### src/rtl/axi_lite_pkg.sv
// Shared AXI4-Lite definitions: response codes, FSM state types, sizing helper.
package axi_lite_pkg;

  localparam logic [1:0] RESP_OKAY   = 2'b00;
  localparam logic [1:0] RESP_SLVERR = 2'b10;
  localparam logic [1:0] RESP_DECERR = 2'b11;

  typedef enum logic {W_IDLE, W_RESP} wstate_t;
  typedef enum logic {R_IDLE, R_RESP} rstate_t;

  // Width of a register index; a single-register bank still needs one bit.
  function automatic int idx_width(input int n);
    return (n > 1) ? $clog2(n) : 1;
  endfunction

endpackage

### src/rtl/axi_lite_addr_decode.sv
// Combinational address decoder: byte address -> register index and range flag.
// Addresses below BASE_ADDR wrap to huge offsets and so decode as out of range.
module axi_lite_addr_decode
  import axi_lite_pkg::*;
#(
  parameter int          AXI_ADDR_WIDTH = 32,
  parameter int          REG_COUNT      = 16,
  parameter logic [31:0] BASE_ADDR      = 32'h0000_0000,
  parameter int          IDX_W          = idx_width(REG_COUNT)
) (
  input  logic [AXI_ADDR_WIDTH-1:0] i_addr,
  output logic [IDX_W-1:0]          o_index,
  output logic                      o_in_range
);

  localparam logic [AXI_ADDR_WIDTH-1:0] BASE  = AXI_ADDR_WIDTH'(BASE_ADDR);
  localparam logic [AXI_ADDR_WIDTH:0]   LIMIT = (AXI_ADDR_WIDTH+1)'(4 * REG_COUNT);

  logic [AXI_ADDR_WIDTH-1:0] w_offset;
  logic                      w_unused_lsbs;

  assign w_offset      = i_addr - BASE;
  assign o_in_range    = ({1'b0, w_offset} < LIMIT);
  assign o_index       = w_offset[IDX_W+1:2];
  assign w_unused_lsbs = ^w_offset[1:0];

endmodule

### src/rtl/axi4_lite_reg_bank.sv
// AXI4-Lite responder terminating accesses on a bank of REG_COUNT registers.
// Register contents are exported flat on reg_out; wr_pulse flags each update.
// Optional macro AXI_REG_BANK_WSTRB_EN enables per-byte write strobes;
// without it every in-range write replaces the full word.
module axi4_lite_reg_bank
  import axi_lite_pkg::*;
#(
  parameter int          AXI_DATA_WIDTH = 32,
  parameter int          AXI_ADDR_WIDTH = 32,
  parameter int          REG_COUNT      = 16,
  parameter logic [31:0] BASE_ADDR      = 32'h0000_0000
) (
  input  logic                                clk,
  input  logic                                resetn,
  input  logic [AXI_ADDR_WIDTH-1:0]           S_AXI_AWADDR,
  input  logic                                S_AXI_AWVALID,
  output logic                                S_AXI_AWREADY,
  input  logic [2:0]                          S_AXI_AWPROT,
  input  logic [AXI_DATA_WIDTH-1:0]           S_AXI_WDATA,
  input  logic [AXI_DATA_WIDTH/8-1:0]         S_AXI_WSTRB,
  input  logic                                S_AXI_WVALID,
  output logic                                S_AXI_WREADY,
  output logic [1:0]                          S_AXI_BRESP,
  output logic                                S_AXI_BVALID,
  input  logic                                S_AXI_BREADY,
  input  logic [AXI_ADDR_WIDTH-1:0]           S_AXI_ARADDR,
  input  logic                                S_AXI_ARVALID,
  output logic                                S_AXI_ARREADY,
  input  logic [2:0]                          S_AXI_ARPROT,
  output logic [AXI_DATA_WIDTH-1:0]           S_AXI_RDATA,
  output logic [1:0]                          S_AXI_RRESP,
  output logic                                S_AXI_RVALID,
  input  logic                                S_AXI_RREADY,
  output logic [AXI_DATA_WIDTH*REG_COUNT-1:0] reg_out,
  output logic [REG_COUNT-1:0]                wr_pulse
);

  localparam int IDX_W  = idx_width(REG_COUNT);
  localparam int STRB_W = AXI_DATA_WIDTH / 8;

  wstate_t                     r_wstate;
  logic                        r_awready;
  logic                        r_wready;
  logic                        r_bvalid;
  logic [1:0]                  r_bresp;
  logic [IDX_W-1:0]            r_aw_index;
  logic                        r_aw_in_range;
  logic [AXI_DATA_WIDTH-1:0]   r_wdata;
  logic [STRB_W-1:0]           r_wstrb;

  rstate_t                     r_rstate;
  logic                        r_arready;
  logic                        r_rvalid;
  logic [1:0]                  r_rresp;
  logic [AXI_DATA_WIDTH-1:0]   r_rdata;

  logic [AXI_DATA_WIDTH-1:0]   r_regs [REG_COUNT];
  logic [REG_COUNT-1:0]        r_wr_pulse;

  logic [IDX_W-1:0]            w_aw_index;
  logic                        w_aw_in_range;
  logic [IDX_W-1:0]            w_ar_index;
  logic                        w_ar_in_range;
  logic                        w_commit;
  logic [AXI_DATA_WIDTH-1:0]   w_merged;
  logic                        w_unused_ok;

  axi_lite_addr_decode #(
    .AXI_ADDR_WIDTH (AXI_ADDR_WIDTH),
    .REG_COUNT      (REG_COUNT),
    .BASE_ADDR      (BASE_ADDR),
    .IDX_W          (IDX_W)
  ) u_aw_decode (
    .i_addr     (S_AXI_AWADDR),
    .o_index    (w_aw_index),
    .o_in_range (w_aw_in_range)
  );

  axi_lite_addr_decode #(
    .AXI_ADDR_WIDTH (AXI_ADDR_WIDTH),
    .REG_COUNT      (REG_COUNT),
    .BASE_ADDR      (BASE_ADDR),
    .IDX_W          (IDX_W)
  ) u_ar_decode (
    .i_addr     (S_AXI_ARADDR),
    .o_index    (w_ar_index),
    .o_in_range (w_ar_in_range)
  );

  // Both address and data are held once their READY has dropped in W_IDLE.
  assign w_commit = (r_wstate == W_IDLE) && !r_awready && !r_wready;

  // Word to store on commit: strobed byte merge or full replacement.
  always_comb begin
    w_merged = r_wdata;
`ifdef AXI_REG_BANK_WSTRB_EN
    w_merged = r_regs[r_aw_index];
    for (int b = 0; b < STRB_W; b++) begin
      if (r_wstrb[b]) w_merged[8*b +: 8] = r_wdata[8*b +: 8];
    end
`endif
  end

  // Write channel FSM: accept AW and W independently, commit, then hold B.
  always_ff @(posedge clk or negedge resetn) begin
    if (!resetn) begin
      r_wstate      <= W_IDLE;
      r_awready     <= 1'b1;
      r_wready      <= 1'b1;
      r_bvalid      <= 1'b0;
      r_bresp       <= RESP_OKAY;
      r_aw_index    <= '0;
      r_aw_in_range <= 1'b0;
      r_wdata       <= '0;
      r_wstrb       <= '0;
    end else begin
      case (r_wstate)
        W_IDLE: begin
          if (S_AXI_AWVALID && r_awready) begin
            r_awready     <= 1'b0;
            r_aw_index    <= w_aw_index;
            r_aw_in_range <= w_aw_in_range;
          end
          if (S_AXI_WVALID && r_wready) begin
            r_wready <= 1'b0;
            r_wdata  <= S_AXI_WDATA;
            r_wstrb  <= S_AXI_WSTRB;
          end
          if (w_commit) begin
            r_bvalid <= 1'b1;
            r_bresp  <= r_aw_in_range ? RESP_OKAY : RESP_DECERR;
            r_wstate <= W_RESP;
          end
        end
        W_RESP: begin
          if (S_AXI_BREADY) begin
            r_bvalid  <= 1'b0;
            r_awready <= 1'b1;
            r_wready  <= 1'b1;
            r_wstate  <= W_IDLE;
          end
        end
        default: r_wstate <= W_IDLE;
      endcase
    end
  end

  // Register storage and the one-cycle update pulse.
  always_ff @(posedge clk or negedge resetn) begin
    if (!resetn) begin
      for (int i = 0; i < REG_COUNT; i++) r_regs[i] <= '0;
      r_wr_pulse <= '0;
    end else begin
      r_wr_pulse <= '0;
      if (w_commit && r_aw_in_range) begin
        r_regs[r_aw_index]     <= w_merged;
        r_wr_pulse[r_aw_index] <= 1'b1;
      end
    end
  end

  // Read channel FSM: sample the register on the AR handshake, hold R.
  always_ff @(posedge clk or negedge resetn) begin
    if (!resetn) begin
      r_rstate  <= R_IDLE;
      r_arready <= 1'b1;
      r_rvalid  <= 1'b0;
      r_rresp   <= RESP_OKAY;
      r_rdata   <= '0;
    end else begin
      case (r_rstate)
        R_IDLE: begin
          if (S_AXI_ARVALID && r_arready) begin
            r_arready <= 1'b0;
            r_rvalid  <= 1'b1;
            r_rstate  <= R_RESP;
            if (w_ar_in_range) begin
              r_rdata <= r_regs[w_ar_index];
              r_rresp <= RESP_OKAY;
            end else begin
              r_rdata <= '0;
              r_rresp <= RESP_DECERR;
            end
          end
        end
        R_RESP: begin
          if (S_AXI_RREADY) begin
            r_rvalid  <= 1'b0;
            r_arready <= 1'b1;
            r_rstate  <= R_IDLE;
          end
        end
        default: r_rstate <= R_IDLE;
      endcase
    end
  end

  for (genvar g = 0; g < REG_COUNT; g++) begin : g_reg_out
    assign reg_out[AXI_DATA_WIDTH*g +: AXI_DATA_WIDTH] = r_regs[g];
  end

  assign S_AXI_AWREADY = r_awready;
  assign S_AXI_WREADY  = r_wready;
  assign S_AXI_BVALID  = r_bvalid;
  assign S_AXI_BRESP   = r_bresp;
  assign S_AXI_ARREADY = r_arready;
  assign S_AXI_RVALID  = r_rvalid;
  assign S_AXI_RRESP   = r_rresp;
  assign S_AXI_RDATA   = r_rdata;
  assign wr_pulse      = r_wr_pulse;

  // Protection bits carry no meaning here; strobes only matter when enabled.
`ifdef AXI_REG_BANK_WSTRB_EN
  assign w_unused_ok = ^{S_AXI_AWPROT, S_AXI_ARPROT, RESP_SLVERR};
`else
  assign w_unused_ok = ^{S_AXI_AWPROT, S_AXI_ARPROT, RESP_SLVERR, r_wstrb};
`endif

endmodule

### config.mk
export PLATFORM = sky130hd
export DESIGN_NAME = axi4_lite_reg_bank
export DESIGN_NICKNAME = d
export VERILOG_FILES = /design/src/rtl/axi_lite_pkg.sv /design/src/rtl/axi_lite_addr_decode.sv /design/src/rtl/axi4_lite_reg_bank.sv
export SDC_FILE = /design/constraint.sdc
export NUM_CORES = 1
export LEC_CHECK = 0
export ABC_AREA = 1
export BUFFER_PORTS_ARGS = -buffer_cell sky130_fd_sc_hd__buf_2
export CORE_AREA = 5 5 260 262
export CTS_CLUSTER_SIZE = 14
export DETAILED_ROUTE_END_ITERATION = 12
export DIE_AREA = 0 0 265 267
export PLACE_DENSITY = 0.66
export REMOVE_ABC_BUFFERS = 1
export SYNTH_ARGS = -nofsm -noshare
export SYNTH_HDL_FRONTEND = slang
export SYNTH_HIERARCHICAL = 1
export SYNTH_SLANG_ARGS = --single-unit
### constraint.sdc
create_clock -name clk -period 4.7 [get_ports clk]
set_input_delay 0.705 -clock clk [delete_from_list [all_inputs] [get_ports clk]]
set_output_delay 0.705 -clock clk [all_outputs]
set_load 0.02 [all_outputs]
==> reports/metrics.cfg, run 1 <==
[timing]
worst_slack_ns = 1.67
rsz0062_at_grt = no
hold_slack_ns = 0.175
finalSetupViolCount = 0
drv_slew = 0
worstMarginPinSlew_ns = 1.21
fmax_mhz = 330
finalHoldViolCount = 0
min_period_ns = 3.03
slew_headroom_pct = 19.0
fin_worst_skew_ns = 0.0287
finalCritPeriodShare_pct = 64.5

[placed_design]
dp_hpwl_um = 69300
dp_slack_ns = 1.70
place_congestion = 0.841
port_buffers = 667
placed_area_um2 = 31200

[grt]
grt_pass1_wl_um = 158000
antenna_found_initial = 4
grt_remaining_overflow = 0
grt_max_degree = 142
grt_pass1_vias = 24200
grt_usage_pct = 29.3

[routing]
wl_per_cell_um = 22.6
wl_met3_um = 10200
route.detailed.drc = 0
routed.top_layer = met5
vias = 26200
drtIter0Drc = 2494
firstDrtPassIters = 6
routed_wl_um = 108000
routedLengthMet1_um = 42400
detail-route-antenna-nets = 0
met2_wirelength_um = 50700
avgViaCountPerCell = 5.49

[finish]
synthToLayoutAreaGrowth_pct = 20.2
drive_above_1_share_pct = 24.3
post-route-util_pct = 51.2
fin_area_um2 = 33400
final_nets = 3970

[worst_setup_path]
cp_common_cell = nand2_1
crit_path_max_fanout = 33
cp_slowest_cell = nor2_4
cp_data_required_time_ns = 5.21
start_kind = flop
slowest_delay_ns = 0.65
crit_path_end_kind = flop
critPathArrivalTime_ns = 3.54
cp_cell_sequence = nor3_4, nand2_4, nor2_2, inv_2, nor2_4, buf_4, nand2_1, nand2_1
setup.worst_path.class = flop to flop

[die]
die_w_um = 265
die_h_um = 267
io_pins = 682
placementRows = 94
core_area_um2 = 65200
dieArea_um2 = 70800
start_util_pct = 42.7

[cts]
clk_pin_slew_ns = 0.06
htree_levels = 3
clkSinkCount = 606
cts_setup_buffers = 0
root_buffer = clkbuf_16
cts_made_buffers = 66
post_cts_resized = 0
clock_path_buffers = 3
cts_tree = yes
ctsHoldBuffers = 0
clk_latency_ns = 0.61

[yosys]
synth_top_family_by_area = simple AND/OR/NAND/NOR gates
synth_cell_type_count = 26
synth_simple_gate_area_share_pct = 27.3
synth_compound_area_share_pct = 11.4
postSynthCellCount = 3357
muxShareOfSynthArea_pct = 0.0810
avgSynthCellArea_um2 = 8.28
synth-xor-area-share_pct = 0
yosysSeqAreaShare_pct = 54.6
yosysWarnings = 6
ys_ff_latch = 606
syn_area_um2 = 27800
synth_fa_ha_area_share_pct = 0

[min_path]
hold_class = input pin to asynchronous set/reset pin

[outcome]
run_status = finished clean

[power_and_ir_drop]
power_density_nw_per_um2 = 377
p_leak_nw = 17.9
vdd_drop_max_mv = 0.304

[flow_run]
drv_cap = 0

area by class of cell:
| type | instances | area, µm² |
|---|---|---|
| Timing Repair Buffer | 710 | 3910 |
| Sequential cell | 606 | 15200 |
| Fill cell | 6313 | 31800 |
| Multi-Input combinational cell | 2419 | 10900 |
| Clock buffer | 94 | 1900 |
| Inverter | 54 | 213 |
| Clock inverter | 20 | 255 |
| Antenna cell | 1 | 2.50 |
| Tap cell | 864 | 1080 |
power by group:
part	internal (mW)	switching, mW	leakage, nW
registers	5.40	0.143	8.33
clock network	3.05	2.18	1.06
logic	0.316	1.49	8.53
stage by stage:
step           cells  TNS, ns  total power [mW]
6_report        4768        0              12.6
2_1_floorplan   3079    -6.83              6.59
5_1_grt         4768        0              13.0
4_1_cts         4767        0              12.6
3_5_place_dp    4653        0              7.43
3_3_place_gp    4653        0              7.42
metal layers:
metal	track usage [%]	vias up
li1	-	11900
met1	39.0	12700
met2	46.8	1333
met3	6.77	257
met4	11.9	6
met5	0	-
sequential cells by signal, summed over array words and instances (netlist names):
register and count:
reg_out 512, S_AXI_ARREADY 1, r_aw_in_range 1, S_AXI_RDATA 32, S_AXI_RVALID 1, r_wdata 32, wr_pulse 16, S_AXI_RRESP 1
S_AXI_WREADY 1, S_AXI_AWREADY 1, r_wstate 1, S_AXI_BRESP 1, S_AXI_BVALID 1, r_aw_index 4, r_rstate 1
cells by family after synthesis:
group                  Yosys count
AND/OR/NAND/NOR               1864
multiplexers                     2
AO/OA/AOI/OAI                  553
flip-flops                     606
buffers and inverters          332
cell usage after synthesis, drive strengths merged:
cell / number / area, µm²
a21oi: 389 / 2340
and2: 2 / 12.5
buf: 188 / 1280
clkbuf: 90 / 343
dfrtp: 603 / 15100
dfstp: 3 / 78.8
inv: 54 / 203
mux2: 2 / 22.5
nand2: 1029 / 3870
nand3: 388 / 1940
nor2: 442 / 1750
nor3: 1 / 16.3
o21a: 2 / 15.0
o21ai: 162 / 811
or2: 2 / 12.5
path summary, 6_finish.rpt:
check	from	to	slack (ns)	cells past startpoint
worst max register to register	r_wstate$_DFF_PN0_	reg_out[492]$_DFFE_PN0P_	1.67	8
max in group asynchronous	resetn	reg_out[179]$_DFFE_PN0P_	3.25	2
worst min register to register	S_AXI_RDATA[1]$_DFFE_PN0P_	S_AXI_RDATA[1]$_DFFE_PN0P_	0.47	2
worst min-delay path	resetn	reg_out[31]$_DFFE_PN0P_	0.18	1
min in group clk	S_AXI_BREADY	r_wstate$_DFF_PN0_	0.32	2
worst max-delay path	r_wstate$_DFF_PN0_	reg_out[492]$_DFFE_PN0P_	1.67	8
layout by cell type (no fill, tap or decap), types with 3 or more instances in the layout:
master and count:
a21oi_2 106, buf_4 27, dfrtp_1 603, bufinv_16 4, o21ai_0 131, buf_2 663
clkbuf_16 67, clkinv_2 9, inv_2 4, clkbuf_8 12, dfstp_2 3, nor2_1 426
nor2_4 14, o21ai_1 31, clkbuf_1 15, inv_1 48, nand2_4 5, a21oi_1 283
buf_12 18, clkinv_8 4, nand3_1 386, nand2_1 1024
worst max-delay path, delay by kind of cell (launching register included):
kind	cells	cell delay, ns
and+or+nand+nor	6	1.63
buffers and inverters	2	0.86
DFF	1	0.42
(Power assumes the default switching activity.)
==> run 2, diff against run 1 <==
Settings changed: CORE_AREA 5 5 260 262 to 5 5 262 264, DIE_AREA 0 0 265 267 to 0 0 267 269.
Clock period 4.7 ns to 3.1 ns, I/O delays scaled along.
==> run 2 against run 1 <==
  * Global-route usage down 0.52 points
  * Power up 53%
  * Clock skew down 0.0077 ns
  * Cell count up 1.2%
  * Non-clock buffer count up 37
  * Sequential power up 52%
  * Combinational power up 57%
  * Critical endpoint is now reg_out[34]$_DFFE_PN0P_
==> reports/metrics.cfg, run 2 (synthesis results as in run 1) <==
[routing]
routed_wl_um = 108000  ; +0.53%
detail-route-antenna-nets = 0  ; unchanged
drtIter0Drc = 2817  ; +13%
wl_per_cell_um = 22.5  ; -0.62%
avgViaCountPerCell = 5.46  ; -0.54%
route.detailed.drc = 0  ; unchanged
firstDrtPassIters = 8  ; +2
vias = 26300  ; +0.61%

[worst_setup_path]
cp_data_required_time_ns = 3.60  ; -1.61 ns
r2r_setup_slack_ns = 0.72  ; -0.95 ns
reg2regPathDepth = 5  ; -3
reg2reg_from = r_wstate$_DFF_PN0_
cp_cell_sequence = nor3_4, nand2_4, nor2_2, nand2_4, o21ai_0
r2r-end = reg_out[34]$_DFFE_PN0P_
slowest_delay_ns = 0.58  ; -0.07 ns
crit_path_max_fanout = 65  ; +97%
start_kind = flop
crit_path_end_kind = flop
critPathArrivalTime_ns = 2.88  ; -0.66 ns
setup.worst_path.class = flop to flop
cp_slowest_cell = nand2_4
cp_common_cell = nand2_4

[timing]
fmax_mhz = 420  ; +27%
worst_slack_ns = 0.718  ; -0.952 ns
worstMarginPinSlew_ns = 1.03  ; -0.181 ns
finalCritPeriodShare_pct = 76.8  ; +12 points
setup_tns_ns = 0  ; unchanged
slew_headroom_pct = 31.2  ; +12 points
min_period_ns = 2.38  ; -0.648 ns
drv_slew = 0  ; unchanged
hold_slack_ns = 0.0653  ; -0.110 ns
fin_worst_skew_ns = 0.0210  ; -0.00771 ns
rsz0062_at_grt = no
finalSetupViolCount = 0  ; unchanged
finalHoldViolCount = 0  ; unchanged

[power_and_ir_drop]
power.share.clock_pct = 41.7  ; +0.2 points
vdd_drop_max_mv = 0.521  ; +72%
p_leak_nw = 18.2  ; +1.4%
power.share.sequential_pct = 43.6  ; -0.5 points
p_switching_mw = 5.95  ; +56%
p_int_mw = 13.3  ; +52%
p_comb_share_pct = 14.7  ; +0.3 points
p_sw_share_pct = 30.8  ; +0.52 points
power_density_nw_per_um2 = 571  ; +51%
total_power_mw = 19.3  ; +53%

[min_path]
whs_path_depth = 2
hold_path.startpoint = S_AXI_BREADY
hold_class = input pin to flop
hold_path_end = r_wstate$_DFF_PN0_

[finish]
drive_above_1_share_pct = 25.1  ; +0.73 points
largest_reg_flops = 512  ; unchanged
post-route-util_pct = 51.0  ; -0.26 points
layout_commonest_cell = nand2_1
mostFrequentLayoutCells = 1024 x nand2_1, 663 x buf_2, 603 x dfrtp_1, 426 x nor2_1, 386 x nand3_1
final_nets = 4009  ; +0.98%
stdcell_count = 4823  ; +1.2%
fin_area_um2 = 33800  ; +1.3%
synthToLayoutAreaGrowth_pct = 21.7

[placed_design]
port_buffers = 667  ; unchanged
place_congestion = 0.877  ; +4.3%
dp_hpwl_um = 71400  ; +2.9%
dp_cells = 4698  ; +0.97%
placed_area_um2 = 31600  ; +1.2%
dp_slack_ns = 0.731  ; -0.966 ns

[grt]
grt_pass1_wl_um = 158000  ; -0.36%
grt_pass1_vias = 24700  ; +2.3%
grt_max_degree = 106  ; -25%
antenna_found_initial = 3  ; -1
grt_usage_pct = 28.8  ; -0.52 points
grt_remaining_overflow = 0  ; unchanged

[die]
placementRows = 95  ; +1.1%
io_pins = 682  ; unchanged
core_area_um2 = 66300  ; +1.8%
start_util_pct = 41.9  ; -0.75 points
die_h_um = 269  ; +0.75%
die_w_um = 267  ; +0.75%
dieArea_um2 = 71800  ; +1.5%

[cts]
cts_made_buffers = 68  ; +3.0%
htree_levels = 3  ; unchanged
root_buffer = clkbuf_16
clock_path_buffers = 3  ; unchanged
clk_latency_ns = 0.61  ; about the same
post_cts_resized = 0  ; unchanged
clk_pin_slew_ns = 0.06  ; about the same
clkSinkCount = 606  ; unchanged
cts_tree = yes

[flow_run]
drv_cap = 0  ; unchanged

[outcome]
run_status = finished clean

## run 2: power groups by stage
stage	clock, mW	sequential (mW)	combinational, mW
finish	8.04	8.41	2.84
CTS	8.15	8.41	2.82
detailed placement	0	8.55	2.81
global route	8.48	8.45	3.06
floorplan	0	8.55	1.45
global placement	0	8.54	2.79
## run 2: per-layer routing
| metal | wire length (µm) | GRT usage (%) |
|---|---|---|
| met5 | 0 | 0 |
| met4 | 4720 | 12.1 |
| met3 | 10200 | 6.05 |
| met2 | 50400 | 46.1 |
| met1 | 43200 | 38.4 |
## run 2: worst max path at each step
stage / endpoint / startpoint / slack (ns) / depth (start not counted)
after floorplan: S_AXI_RDATA[0]$_DFFE_PN0P_ / S_AXI_ARADDR[2] / -1.58 / 9
after global placement: S_AXI_RDATA[16]$_DFFE_PN0P_ / S_AXI_ARADDR[2] / 0.83 / 11
after detailed placement: reg_out[34]$_DFFE_PN0P_ / r_wstate$_DFF_PN0_ / 0.73 / 5
after CTS: reg_out[34]$_DFFE_PN0P_ / r_wstate$_DFF_PN0_ / 0.76 / 5
after global routing: reg_out[34]$_DFFE_PN0P_ / r_wstate$_DFF_PN0_ / 0.60 / 5
final: reg_out[34]$_DFFE_PN0P_ / r_wstate$_DFF_PN0_ / 0.72 / 5
## run 2: layout make-up
class                           count  area (µm²)
Fill cell                        6418       32500
Sequential cell                   606       15200
Multi-Input combinational cell   2419       10900
Timing Repair Buffer              747        4290
Clock buffer                       96        1920
Tap cell                          873        1090
Clock inverter                     23         265
Inverter                           54         216
Antenna cell                        5        12.5
## run 2: worst max-delay path: cells and delay by family (launching register included)
family          cells  cell delay (ns)
flops               1             0.42
compound gates      1             0.46
simple gates        4             1.38
## run 2: timing repair
item / in CTS / in global routing
hold buffers: 1 / 0
hold endpoints to repair: 57 / 0
endpoints found under the setup margin: 0 / 0
buffers inserted: 0 / 0
